[config.mk]
export PLATFORM = sky130hd
export DESIGN_NAME = e1_wb_rx
export DESIGN_NICKNAME = d
export VERILOG_FILES = /design/src/rtl/e1_wb_rx.sv
export SDC_FILE = /design/constraint.sdc
export NUM_CORES = 1
export LEC_CHECK = 0
export BUFFER_PORTS_ARGS = -buffer_cell sky130_fd_sc_hd__buf_2
export CAP_MARGIN = 20
export CORE_ASPECT_RATIO = 2
export CORE_MARGIN = 4
export CORE_UTILIZATION = 55
export DETAILED_ROUTE_END_ITERATION = 10
export PLACE_DENSITY = 0.77
export SLEW_MARGIN = 10
export SYNTH_ARGS = -nofsm -noshare
export SYNTH_HDL_FRONTEND = slang
export SYNTH_SLANG_ARGS = --single-unit
[constraint.sdc]
create_clock -name clk -period 5.1 [get_ports clk]
set_input_delay 0.51 -clock clk [delete_from_list [all_inputs] [get_ports clk]]
set_output_delay 0.51 -clock clk [all_outputs]
set_load 0.05 [all_outputs]
[src/rtl/e1_wb_rx.sv]
// E1 receive-path Wishbone control: CSRs, empty/filled BD FIFOs, CRC4 E-bit tracking and RX IRQ.
// Optional define E1_WB_RX_FLUSH_EN: ctrl write bit 13 empties both BD FIFOs.
module e1_wb_rx #(
  parameter int unsigned MFW = 7
) (
  input  logic           clk,
  input  logic           rst,
  input  logic           bus_addr_sel,
  input  logic           bus_addr_lsb,
  input  logic [15:0]    bus_wdata,
  output logic [15:0]    bus_rdata,
  input  logic           bus_clr,
  input  logic           bus_we,
  output logic [MFW-1:0] bd_mf,
  output logic           bd_valid,
  input  logic           bd_done,
  input  logic [1:0]     bd_crc_e,
  input  logic           bd_miss,
  input  logic           core_aligned,
  output logic [1:0]     ctrl_mode,
  output logic           ctrl_rst,
  output logic [1:0]     rx_crc_e_auto,
  input  logic           rx_crc_e_ack,
  output logic           irq
);

  localparam int unsigned DEPTH = 4;
  localparam int unsigned PW    = 2;
  localparam int unsigned CW    = 3;
  localparam int unsigned BOW   = MFW + 2;

  logic           ctrl_wren_q, ctrl_wren_d;
  logic           bri_wren_q, bri_wren_d;
  logic           bro_rden_q, bro_rden_d;
  logic [15:0]    wdata_q, wdata_d;
  logic           enable_q, enable_d;
  logic [1:0]     mode_q, mode_d;
  logic           ctrl_rst_q, ctrl_rst_d;
  logic           ovf_q, ovf_d;
  logic [1:0]     crc_acc_q, crc_acc_d;

  logic [MFW-1:0] bri_mem_q [DEPTH];
  logic [MFW-1:0] bri_mem_d [DEPTH];
  logic [PW-1:0]  bri_rd_q, bri_rd_d, bri_wr_q, bri_wr_d;
  logic [CW-1:0]  bri_cnt_q, bri_cnt_d;
  logic [BOW-1:0] bro_mem_q [DEPTH];
  logic [BOW-1:0] bro_mem_d [DEPTH];
  logic [PW-1:0]  bro_rd_q, bro_rd_d, bro_wr_q, bro_wr_d;
  logic [CW-1:0]  bro_cnt_q, bro_cnt_d;

  logic           bri_empty, bri_full, bro_empty, bro_full;
  logic           bri_push, bri_pop, bro_push, bro_pop, bro_drop;
  logic [BOW-1:0] bro_head;
  logic [15:0]    bd_word, status_word;
  logic           unused_wdata_c;

`ifdef E1_WB_RX_FLUSH_EN
  logic           flush_q, flush_d;
`endif

  assign bri_empty = (bri_cnt_q == CW'(0));
  assign bri_full  = (bri_cnt_q == CW'(DEPTH));
  assign bro_empty = (bro_cnt_q == CW'(0));
  assign bro_full  = (bro_cnt_q == CW'(DEPTH));
  assign bro_head  = bro_mem_q[bro_rd_q];
  assign unused_wdata_c = ^wdata_q;

  // Bus strobes, qualified at access time and applied one cycle later
  always_comb begin
    ctrl_wren_d = ~bus_clr & bus_we & bus_addr_sel & ~bus_addr_lsb;
    bri_wren_d  = ~bus_clr & bus_we & bus_addr_sel & bus_addr_lsb & ~bri_full;
    bro_rden_d  = ~bus_clr & ~bus_we & bus_addr_sel & bus_addr_lsb & ~bro_empty;
    wdata_d     = bus_wdata;
  end

  // FIFO handshakes; a full bro discards the filled BD
  always_comb begin
    bri_pop  = bd_done & ~bri_empty;
    bri_push = bri_wren_q & (~bri_full | bri_pop);
    bro_push = bri_pop & ~bro_full;
    bro_drop = bri_pop & bro_full;
    bro_pop  = bro_rden_q & ~bro_empty;
  end

  always_comb begin
    bri_mem_d = bri_mem_q;
    bri_rd_d  = bri_rd_q;
    bri_wr_d  = bri_wr_q;
    bri_cnt_d = bri_cnt_q + CW'(bri_push) - CW'(bri_pop);
    bro_mem_d = bro_mem_q;
    bro_rd_d  = bro_rd_q;
    bro_wr_d  = bro_wr_q;
    bro_cnt_d = bro_cnt_q + CW'(bro_push) - CW'(bro_pop);
    if (bri_push) begin
      bri_mem_d[bri_wr_q] = wdata_q[MFW-1:0];
      bri_wr_d            = bri_wr_q + PW'(1);
    end
    if (bri_pop) bri_rd_d = bri_rd_q + PW'(1);
    if (bro_push) begin
      bro_mem_d[bro_wr_q] = {bd_crc_e, bri_mem_q[bri_rd_q]};
      bro_wr_d            = bro_wr_q + PW'(1);
    end
    if (bro_pop) bro_rd_d = bro_rd_q + PW'(1);
`ifdef E1_WB_RX_FLUSH_EN
    // Flush overrides any same-cycle push or pop
    if (flush_q) begin
      bri_rd_d  = '0;
      bri_wr_d  = '0;
      bri_cnt_d = '0;
      bro_rd_d  = '0;
      bro_wr_d  = '0;
      bro_cnt_d = '0;
    end
`endif
  end

  // Control/status registers; overflow set wins over clear
  always_comb begin
    enable_d   = enable_q;
    mode_d     = mode_q;
    ovf_d      = ovf_q;
    ctrl_rst_d = ~enable_q;
    if (ctrl_wren_q) begin
      enable_d = wdata_q[0];
      mode_d   = wdata_q[2:1];
      if (wdata_q[12]) ovf_d = 1'b0;
    end
    if (bd_miss | bro_drop) ovf_d = 1'b1;
    crc_acc_d = (rx_crc_e_ack ? 2'b00 : crc_acc_q) | (bd_done ? bd_crc_e : 2'b00);
  end

`ifdef E1_WB_RX_FLUSH_EN
  assign flush_d = ctrl_wren_q & wdata_q[13];

  always_ff @(posedge clk or posedge rst) begin
    if (rst) flush_q <= 1'b0;
    else     flush_q <= flush_d;
  end
`endif

  always_ff @(posedge clk or posedge rst) begin
    if (rst) begin
      ctrl_wren_q <= 1'b0;
      bri_wren_q  <= 1'b0;
      bro_rden_q  <= 1'b0;
      wdata_q     <= '0;
      enable_q    <= 1'b0;
      mode_q      <= 2'b00;
      ctrl_rst_q  <= 1'b1;
      ovf_q       <= 1'b0;
      crc_acc_q   <= 2'b00;
      bri_rd_q    <= '0;
      bri_wr_q    <= '0;
      bri_cnt_q   <= '0;
      bro_rd_q    <= '0;
      bro_wr_q    <= '0;
      bro_cnt_q   <= '0;
      for (int i = 0; i < int'(DEPTH); i++) begin
        bri_mem_q[i] <= '0;
        bro_mem_q[i] <= '0;
      end
    end else begin
      ctrl_wren_q <= ctrl_wren_d;
      bri_wren_q  <= bri_wren_d;
      bro_rden_q  <= bro_rden_d;
      wdata_q     <= wdata_d;
      enable_q    <= enable_d;
      mode_q      <= mode_d;
      ctrl_rst_q  <= ctrl_rst_d;
      ovf_q       <= ovf_d;
      crc_acc_q   <= crc_acc_d;
      bri_rd_q    <= bri_rd_d;
      bri_wr_q    <= bri_wr_d;
      bri_cnt_q   <= bri_cnt_d;
      bro_rd_q    <= bro_rd_d;
      bro_wr_q    <= bro_wr_d;
      bro_cnt_q   <= bro_cnt_d;
      bri_mem_q   <= bri_mem_d;
      bro_mem_q   <= bro_mem_d;
    end
  end

  // Read mux: status word or the bro head descriptor
  always_comb begin
    status_word = {3'b000, ovf_q, bro_full, bro_empty, bri_full, bri_empty,
                   6'b000000, core_aligned, enable_q};
    bd_word              = '0;
    bd_word[15]          = ~bro_empty;
    bd_word[14:13]       = bro_head[BOW-1:MFW];
    bd_word[MFW-1:0]     = bro_head[MFW-1:0];
    bus_rdata            = '0;
    if (bus_addr_sel) bus_rdata = bus_addr_lsb ? bd_word : status_word;
  end

  assign bd_valid      = ~bri_empty;
  assign bd_mf         = bri_mem_q[bri_rd_q];
  assign ctrl_mode     = mode_q;
  assign ctrl_rst      = ctrl_rst_q;
  assign rx_crc_e_auto = crc_acc_q;
  assign irq           = ~bro_empty | ovf_q;

endmodule
==> impl_metrics.tcl <==
set metrics [dict create \
    synthSimpleGateAreaFrac 0.0780 \
    synth_compound_area_frac 0.0142 \
    crit_path_end_kind "flop" \
    drt_wl_total_um 7840 \
    path_cells "or3b_1 > and2_1 > inv_1 > ha_1 > inv_1 > ha_1 > inv_1 > fa_1 > xnor2_1 > xnor2_1" \
    ys_types 37 \
    clock-sinks 96 \
    overflow 0 \
    holdCritPathClass "in -> async" \
    cts-buffers-inserted 9 \
    finalSetupTns_ps 0 \
    cp_top_family "simple AND/OR/NAND/NOR gates" \
    vias 2446 \
    ant_nets 0 \
    holdWs_ps 53.5 \
    drtIter0Drc 129 \
    place_ws_ps 2370 \
    core_um2 7600 \
    synthAdderAreaFrac 0.0441 \
    finalWeightedCongestion 0.830 \
    drive_gt1_frac 0.460 \
    antenna_cells 0 \
    worstMarginPinSlew_ps 594 \
    antenna_found_initial 0 \
    clkTransAtPathRegs_ps 60 \
    drv_slew 0 \
    grt_pass1_vias 2805 \
    p_leak_uw 0.00235 \
    synth_top_family_by_area "multiplexers" \
    hold_viol 0 \
    post-route-min-period_ps 2700 \
    outcome "finished, final reports clean" \
    postSynth.asyncResetShare 1.00 \
    synth_xor_area_frac 0.0203 \
    clk_latency_ps 340 \
    busiest_layer "met2" \
    fmax_ghz 0.371 \
    cp.arrival_ps 2970 \
    cts_buffer_depth 2 \
    muxShareOfSynthArea 0.258 \
    drtPass1Iterations 4 \
    synthCells 288 \
    fp-row-count 45 \
    synth-seq-cells 96 \
    synth_nets 330 \
    critPathMaxStageDelay_ps 620 \
    synth_edf_count 0 \
    cp_num_buf_inv 3 \
    finalSetupViolations 0 \
    grt_pass1_wl_um 13300 \
    cpMostUsedCell "inv_1" \
    netlist_area_um2 4320 \
    die_h_um 133 \
    crit_type "reg -> reg" \
    nets 383 \
    nFillCells 593 \
    skew_ps 10.2 \
    crit_slowest_cell "or3b_1" \
    cp.required_ps 5370 \
    rsz0062_at_grt "no" \
    cts-root-buf "clkbuf_16" \
    post-route-worst-setup-slack_ps 2400 \
    place.detailed.hpwl_um 5630 \
    area_delta_synth_final_pct 15.0 \
    synth-seq-area-share 0.557 \
    cts.repair.resized 0 \
    io_pins 58 \
    synth_area_leaders "dfrtp_1 55%, mux2_2 17%, mux4_2 8.3%" \
    worstPathMaxFanout 8 \
    yosysMostFrequentCell "dfrtp_1" \
    start_util 0.568 \
    max_slew_margin 0.604 \
    synth_top_area_share 0.551 \
    worstSetupStartpointType "flop" \
    synth.top_cells.by_count "95 x dfrtp_1, 64 x mux2_2, 16 x inv_1, 16 x mux4_2, 12 x ha_1" \
    vdd.ir_drop.worst_mv 0.344 \
    gr-usage-met3 0.0340 \
    p_per_area_nw_per_um2 650 \
    vias_per_cell 5.56 \
    postCtsSetupBuffers 0 \
    grt_usage 0.185 \
    cap_violations 0 \
    postCtsHoldBufs 0 \
    grt_max_degree 87 \
    cts_tree "done" \
    routedWlPerCell_um 17.8 \
    portBuffers 48 \
    grt_use_met2 0.343 \
    yosysTopAreaCell "dfrtp_1" \
    grt_util_met1 0.193 \
    drc 0 \
    synth_ff_type "dfrtp_1" \
    dieArea_um2 9420 \
    yosysWarningCount 0 \
    timing.final.crit_share 0.529 \
    cts_htree_levels 3 \
    dieWidth_um 70.6 \
    avgSynthCellArea_um2 15.0 \
]
==> cell usage in the layout, fill, tap and decap left out, types with 2 or more instances in the layout <==
cell type   n
xor2_1      2
nand3_1     2
clkbuf_16   9
nand2b_1    3
and2_1     11
dfrtp_1    95
clkinv_2    2
mux2_2     64
fa_1        2
nand2_1    11
nor2_1      6
inv_1      15
clkbuf_1    2
mux4_2     16
ha_1       12
o21ai_0     5
nor2_2      4
xnor2_1     8
buf_2      48
mux2_1      3
nand3_4     4
bufinv_16   2
==> worst reg2reg max path, stage by stage, from the launching register on <==
cell	delay, ps
dfrtp_1	440
or3b_1	620
and2_1	300
inv_1	70
ha_1	220
inv_1	60
ha_1	140
inv_1	50
fa_1	400
xnor2_1	190
xnor2_1	130
==> path summary, 6_finish.rpt <==
path                                            end  slack [ps]  depth (start not counted)                   start
min in group clk              wdata_q[12]$_DFF_PP0_         270                          1           bus_wdata[12]
hold reg to reg                  ctrl_rst$_DFF_PP1_         390                          1    enable_q$_DFFE_PP0P_
setup reg to reg             bro_cnt_q[2]$_DFF_PP0_        2400                         10  bro_cnt_q[1]$_DFF_PP0_
setup / recovery             bro_cnt_q[2]$_DFF_PP0_        2400                         10  bro_cnt_q[1]$_DFF_PP0_
hold / removal             bri_mem_q[6]$_DFFE_PP0P_          50                          2                     rst
max in group asynchronous  bro_mem_q[1]$_DFFE_PP0P_        4070                          4                     rst
==> layout make-up <==
type	count	area [µm²]	area share
clock inverter	5	81.3	0.0164
multi-input combinational	168	1790	0.361
clock buffer	11	233	0.0469
tap	94	118	0.0237
sequential	96	2400	0.484
timing repair buffer	50	275	0.0554
inverter	16	61.3	0.0123
==> cells by family after synthesis <==
logic type / count (synthesis)
flops: 96
mux: 83
simple gates: 50
buf+inv: 24
fa+ha+maj: 14
compound gates: 10
xor+xnor: 10
other cells: 1
==> registers in the layout, indices dropped and copies added, names as in the netlist <==
signal and count:
ctrl_rst 1, bro_mem_q 36, bri_rd_q 2, bri_cnt_q 3
bro_rd_q 2, bri_wr_q 2, rx_crc_e_auto 2, ctrl_mode 2
bri_wren_q 1, bro_wr_q 2, ovf_q 1, bro_cnt_q 3
ctrl_wren_q 1, enable_q 1, bro_rden_q 1, wdata_q 8
bri_mem_q 28
==> stage by stage <==
stage | util | instance area, µm² | std cells | power (µW)
finish | 0.653 | 4970 | 440 | 3230
detailed placement | 0.608 | 4620 | 423 | 2550
floorplan | - | 4320 | 288 | 2290
global placement | 0.608 | 4620 | 423 | 2490
global route | 0.653 | 4970 | 440 | 3420
CTS | 0.650 | 4940 | 439 | 3270
==> report_power, final <==
group | internal [µW] | total [µW] | leakage (µW) | switching [µW]
registers | 1060 | 1310 | 0.00121 | 248
clock network | 430 | 703 | 0.000150 | 274
logic | 569 | 1210 | 0.000993 | 641
==> per-layer routing <==
layer | share of wire | wire (µm) | vias to the layer above
met5 | 0 | 0 | -
met2 | 0.57 | 4480 | 42
li1 | - | - | 1114
met3 | 0.030 | 234 | 17
met4 | 0.036 | 282 | 0
met1 | 0.36 | 2840 | 1273
No activity file was read; power rests on OpenSTA's default activity.
